===== src/rtl/clock_divider_nch.sv =====
// rtl/clock_divider_nch.sv - multi-channel clock divider and tick generator synchronous to clk_in
module clock_divider_nch #(
    parameter int CNT_WIDTH = 32,
    parameter int NUM_CH    = 4
) (
    input  logic                        clk_in,
    input  logic                        reset,
    input  logic [NUM_CH-1:0]           enable,
    input  logic [NUM_CH*CNT_WIDTH-1:0] clk_div,
    input  logic [NUM_CH-1:0]           mode,
    input  logic                        sync_start,
    output logic [NUM_CH-1:0]           clk_out,
    output logic [NUM_CH-1:0]           tick
);

    localparam logic [CNT_WIDTH-1:0] CNT_ONE = {{(CNT_WIDTH-1){1'b0}}, 1'b1};

    for (genvar g = 0; g < NUM_CH; g++) begin : gen_ch
        logic                 running;
        logic [CNT_WIDTH-1:0] cnt;
        logic [CNT_WIDTH-1:0] div_act;
        logic                 mode_act;
        logic                 out_q;
        logic                 tick_q;
        logic [CNT_WIDTH-1:0] div_in;
        logic                 terminal;

        assign div_in   = clk_div[g*CNT_WIDTH +: CNT_WIDTH];
        assign terminal = (cnt == div_act);

        // Per-channel divider: divide/mode are only taken from the inputs while idle,
        // on sync_start, or at a terminal count, so a running period is never cut short.
        always_ff @(posedge clk_in or negedge reset) begin
            if (!reset) begin
                running  <= 1'b0;
                cnt      <= '0;
                div_act  <= '0;
                mode_act <= 1'b0;
                out_q    <= 1'b0;
                tick_q   <= 1'b0;
            end else if (!running) begin
                cnt      <= '0;
                out_q    <= 1'b0;
                tick_q   <= 1'b0;
                div_act  <= div_in;
                mode_act <= mode[g];
                running  <= enable[g];
            end else if (!enable[g]) begin
                running  <= 1'b0;
                cnt      <= '0;
                out_q    <= 1'b0;
                tick_q   <= 1'b0;
            end else if (sync_start) begin
                cnt      <= '0;
                out_q    <= 1'b0;
                tick_q   <= 1'b0;
                div_act  <= div_in;
                mode_act <= mode[g];
            end else if (terminal) begin
                cnt      <= '0;
                tick_q   <= 1'b1;
                out_q    <= mode_act ? 1'b1 : ~out_q;
                div_act  <= div_in;
                mode_act <= mode[g];
            end else begin
                cnt      <= cnt + CNT_ONE;
                tick_q   <= 1'b0;
                if (mode_act) begin
                    out_q <= 1'b0;
                end
            end
        end

        assign clk_out[g] = out_q;
        assign tick[g]    = tick_q;
    end

endmodule


===== config.mk =====
export PLATFORM = sky130hd
export DESIGN_NAME = clock_divider_nch
export DESIGN_NICKNAME = d
export VERILOG_FILES = /design/src/rtl/clock_divider_nch.sv
export SDC_FILE = /design/constraint.sdc
export NUM_CORES = 1
export LEC_CHECK = 0
export BUFFER_PORTS_ARGS = -buffer_cell sky130_fd_sc_hd__buf_2
export CAP_MARGIN = 10
export CORE_UTILIZATION = 25
export DETAILED_ROUTE_END_ITERATION = 7
export GPL_TIMING_DRIVEN = 0
export PLACE_DENSITY = 0.43
export SYNTH_ARGS = -nofsm -noshare
export SYNTH_HDL_FRONTEND = slang
export SYNTH_SLANG_ARGS = --single-unit

===== constraint.sdc =====
create_clock -name clk_in -period 5.4 [get_ports clk_in]
set_clock_uncertainty 0.2 [all_clocks]
set_input_delay 0 -clock clk_in [delete_from_list [all_inputs] [get_ports clk_in]]
set_output_delay 0 -clock clk_in [all_outputs]
set_load 0.05 [all_outputs]

Yosys cells after proc, flatten, opt, wreduce, memory -nomap -nowiden
Cells that the tools add are included.

Bits in registers: 272. Input bits: 139.

$add $sub $neg: 4. Bitwise gates (word level): 4. Mux-type cells: 96. Equality and inequality tests: 16. Reductions and logical operators: 4.

Operators with widths (number): 32-bit two-way mux (32); 32-bit by 1-bit adder with 32-bit output (second input constant) (4); 32-bit == test (4); 1-bit two-way mux (64); 5-bit by 3-bit != test with 1-bit output (second input constant) (4); 3-bit by 2-bit != test with 1-bit output (second input constant) (4); 2-bit != test (second input constant) (4); 2-bit AND reduction (4); 1-bit NOT (4).

Longest topological paths before layout
Depth after elaboration: 6. Gate-level depth with buffers: 8.

Worst setup path after synthesis
No wires, ideal clock.

Kind: register to register. Start: register gen_ch[1].cnt[12]. End: register gen_ch[1].out_q. Stages on the path, launching flop included: 7. Path slack: 3.300 ns. Arrival time: 1.822 ns. Setup time: 0.078 ns. Data required time: 5.122 ns. Cell sequence: dfrtp_1 xnor2_1 nand4_1 or4_1 buf_2 or3_1 a21oi_1.

Longest elaborated chain between the ends: 5. Elaborated cells on any way between the ends: 6. Those cells by class: eq/ne: 2; mux: 4.

RTL lines: start, declared (RTL line 20) `logic [CNT_WIDTH-1:0] cnt;`; start signal, assigned (RTL line 66) `cnt <= cnt + CNT_ONE;`; 32-bit == test * (RTL line 29) `assign terminal = (cnt == div_act);`; 1-bit two-way mux (RTL line 59) `end else if (terminal) begin`; 1-bit two-way mux (RTL line 53) `end else if (sync_start) begin`; 1-bit two-way mux (RTL line 48) `end else if (!enable[g]) begin`; 1-bit two-way mux (RTL line 41) `end else if (!running) begin`; end signal, assigned (RTL line 62) `out_q <= mode_act ? 1'b1 : ~out_q;`; end, declared (RTL line 23) `logic out_q;`.

Mark *: on every way between the ends. The rest lies on a longest branch, timed or not. A chain may end at the register's enable or synchronous reset.

Worst setup path after layout
Start: input port sync_start. End: register gen_ch[3].div_act[29].

Longest elaborated chain between the ends: 3. Elaborated cells on any way between the ends: 5. Those cells by class: eq/ne: 1; mux: 3; reduce/logical: 1.

RTL lines: start, declared (RTL line 11) `input logic sync_start,`; 32-bit two-way mux (RTL line 53); 32-bit two-way mux (RTL line 48); 32-bit two-way mux (RTL line 41); end signal, assigned (RTL line 45) `div_act <= div_in;`; end signal, assigned (RTL line 57) `div_act <= div_in;`; end signal, assigned (RTL line 63) `div_act <= div_in;`; end, declared (RTL line 21) `logic [CNT_WIDTH-1:0] div_act;`.

Several ways; a longest one is shown, not always the timed one. The select of a mux whose other input is x is not followed.

==> flow_summary.yaml <==
outcome:
  status: "finished, final reports clean"
drt:
  vias: 16440
  drtIter0Drc: 1285
  wirelength_mm: 62.96
  ant_nets: 0
  drt-pass1-iter-count: 5
  drc: 0
  routedWlPerCell_um: 20.80
  detail_route.vias_per_cell: 5.432
final_layout:
  n_antenna_cell: 0
  fin_nets: 2280
  final_cell_mix: "dfrtp_1 (272), nand4_1 (187), nand3_1 (178)"
  drive_above_1_share: 0.1179
  finalNonFillerCells: 3027
  final_util: 0.3227
  synthToLayoutAreaGrowth_pct: 27.44
  layout_commonest_cell: "dfrtp_1"
clock_tree:
  clock-sinks: 272
  cts_buffers: 38
  insertion_delay_ns: 0.55
  cts.path.max_buffers: 3
  clockRootBuffer: "clkbuf_16"
  cts_tree: "done"
  cts_resized: 0
  post_cts.repair.setup_buffers: 0
  hold_buffers: 143
  cts.clk_slew.worst_paths_ns: 0.06
  htreeDepth: 2
die:
  die_width_um: 260.3
  start_util: 0.2532
  ios: 147
  die_y_um: 260.3
  rows: 94
  dieArea_mm2: 0.06775
  placeableCoreArea_mm2: 0.06586
power_and_ir_drop:
  clkPwrFrac: 0.454
  vdd_drop_max_mv: 0.1519
  p_int_mw: 4.066
  power-per-cell-area_mw_per_mm2: 265.7
  power_switching_mw: 1.580
  netSwitchingFraction: 0.2799
  seqPwrFrac: 0.412
  power_mw: 5.646
  p_comb_frac: 0.134
  p_leak_nw: 8.217
logic_synthesis:
  synth_edf_count: 0
  avgSynthCellArea_um2: 9.234
  synth-seq-area-share: 0.4081
  async_reset_ff_frac: 1.000
  ys.flop_type: "dfrtp_1"
  ys_ff_latch: 272
  synth_area_mm2: 0.01668
  synthCells: 1806
  yosysWarnings: 0
  syn_nets: 1949
  ys_types: 39
timing:
  maxSlewViolCount: 0
  hold_viol: 0
  timing.fmax_mhz: 343.4
  relSlewSlack: 0.2593
  finalWorstSetupSlack_ns: 2.488
  setup-violations-final: 0
  worst-slew-pin-transition_ns: 1.111
  finalCriticalPeriod_ns: 2.912
  period_share: 0.5393
  fin_hold_ws_ns: 0.05331
  rsz0062_at_grt: "false"
global_route:
  grt_pass1_wl_mm: 98.90
  grt_pass1_vias: 16500
  globalRoute.totalOverflow: 0
  grt_start_max_net_pins: 106
  grt.total_usage: 0.1850
  grt_antenna_before_repair: 2
hold_path:
  hold_path_depth: 4
  min_path_type: "in2reg"
critical_path:
  end_kind: "flop"
  cp.required_ns: 5.68
  rr_worst_depth: 6
  cp_max_fo: 10
  start_kind: "primary input"
  crit_type: "in2reg"
  worst_ep_arrival_time_ns: 3.19
placement:
  place_ws_ns: 1.679
  gp_congestion: 0.8031
  dp.cells: 2818
  dp_hpwl_mm: 44.11
  place.port_buffers: 146
run:
  cap_violations: 0
[Yosys cell counts (6+ instances only)]
master / instances / area share
dfrtp_1: 272 / 0.41
nand4_1: 187 / 0.070
nand3_1: 178 / 0.053
xor2_1: 177 / 0.093
clkbuf_1: 152 / 0.034
nor2_1: 148 / 0.033
a21oi_1: 133 / 0.040
o2111ai_1: 132 / 0.069
a32o_1: 128 / 0.077
xnor2_1: 69 / 0.036
buf_2: 31 / 0.0093
nand2_1: 30 / 0.0068
nor4_1: 27 / 0.010
and3_1: 22 / 0.0083
and4_1: 21 / 0.011
inv_1: 17 / 0.0038
nor3_1: 13 / 0.0039
o21ai_0: 10 / 0.0030
buf_4: 8 / 0.0036
or3_1: 6 / 0.0023
[flip-flops by register name (all words and copies together), names as in the netlist]
name	cells
gen_ch.div_act	128
gen_ch.cnt	128
gen_ch.out_q	4
gen_ch.tick_q	4
gen_ch.running	4
gen_ch.mode_act	4
[kinds of logic (layout without fill, tap and decap cells)]
logic type	count (synthesis)	after routing	synth area share
adders and majority gates	4	4	0.003001
buffers and inverters	213	570	0.05214
DFF	272	272	0.4081
and+or+nand+nor	659	659	0.2140
AOI/OAI and AO/OA	412	412	0.1935
xor gates and xnor gates	246	246	0.1292
[worst max-delay path, cell delays in order]
cell,delay (ns)
buf_2,0.10
inv_1,0.47
clkbuf_1,0.86
clkbuf_1,0.89
clkbuf_1,0.54
o2111ai_1,0.20
nand3_1,0.11
[through the flow]
| stage | setup TNS [ns] | area (um^2) |
|---|---|---|
| 6_report | 0 | 21250 |
| 5_1_grt | 0 | 21250 |
| 4_1_cts | 0 | 21250 |
| 3_5_place_dp | 0 | 18550 |
| 3_3_place_gp | -474.65 | 18490 |
| 2_1_floorplan | 0 | 16680 |
[final timing paths]
check                                                       start                                end  slack, ns
worst min-delay path                                  clk_div[13]  gen_ch[0].div_act[13]$_DFFE_PN0P_       0.05
max in group asynchronous                                   reset         gen_ch[2].tick_q$_DFF_PN0_       4.03
worst min register to register         gen_ch[0].cnt[0]$_DFF_PN0_         gen_ch[0].cnt[0]$_DFF_PN0_       0.32
min in group asynchronous                                   reset  gen_ch[3].div_act[18]$_DFFE_PN0P_       0.43
worst max-delay path                                   sync_start  gen_ch[3].div_act[29]$_DFFE_PN0P_       2.49
worst max register to register  gen_ch[1].div_act[22]$_DFFE_PN0P_  gen_ch[1].div_act[12]$_DFFE_PN0P_       2.53
[power groups by stage]
stage / combinational [mW] / sequential, mW / clock, mW
6_report: 0.759 / 2.33 / 2.56
5_1_grt: 0.841 / 2.34 / 2.72
4_1_cts: 0.768 / 2.32 / 2.65
3_5_place_dp: 0.677 / 2.36 / 0
3_3_place_gp: 0.661 / 2.36 / 0
2_1_floorplan: 0.404 / 2.29 / 0
[per-layer routing]
metal	vias to the layer above	routed length (um)	GRT usage
met5	-	0	0
met4	0	1177	0.04987
met3	76	2737	0.02098
met2	483	29370	0.2955
met1	8250	29670	0.2628
li1	7635	-	-
[cell type report]
type | instances | area [um^2]
repair buffers | 291 | 2245
well taps | 864 | 1081
inverters | 21 | 78.83
clock buffers | 58 | 1160
flip-flops and latches | 272 | 6807
plain buffers | 192 | 790.8
clock inverters | 8 | 90.09
fillers | 6909 | 44610
multi-input cells | 1321 | 9001
Power figures use the tool's default switching activity.
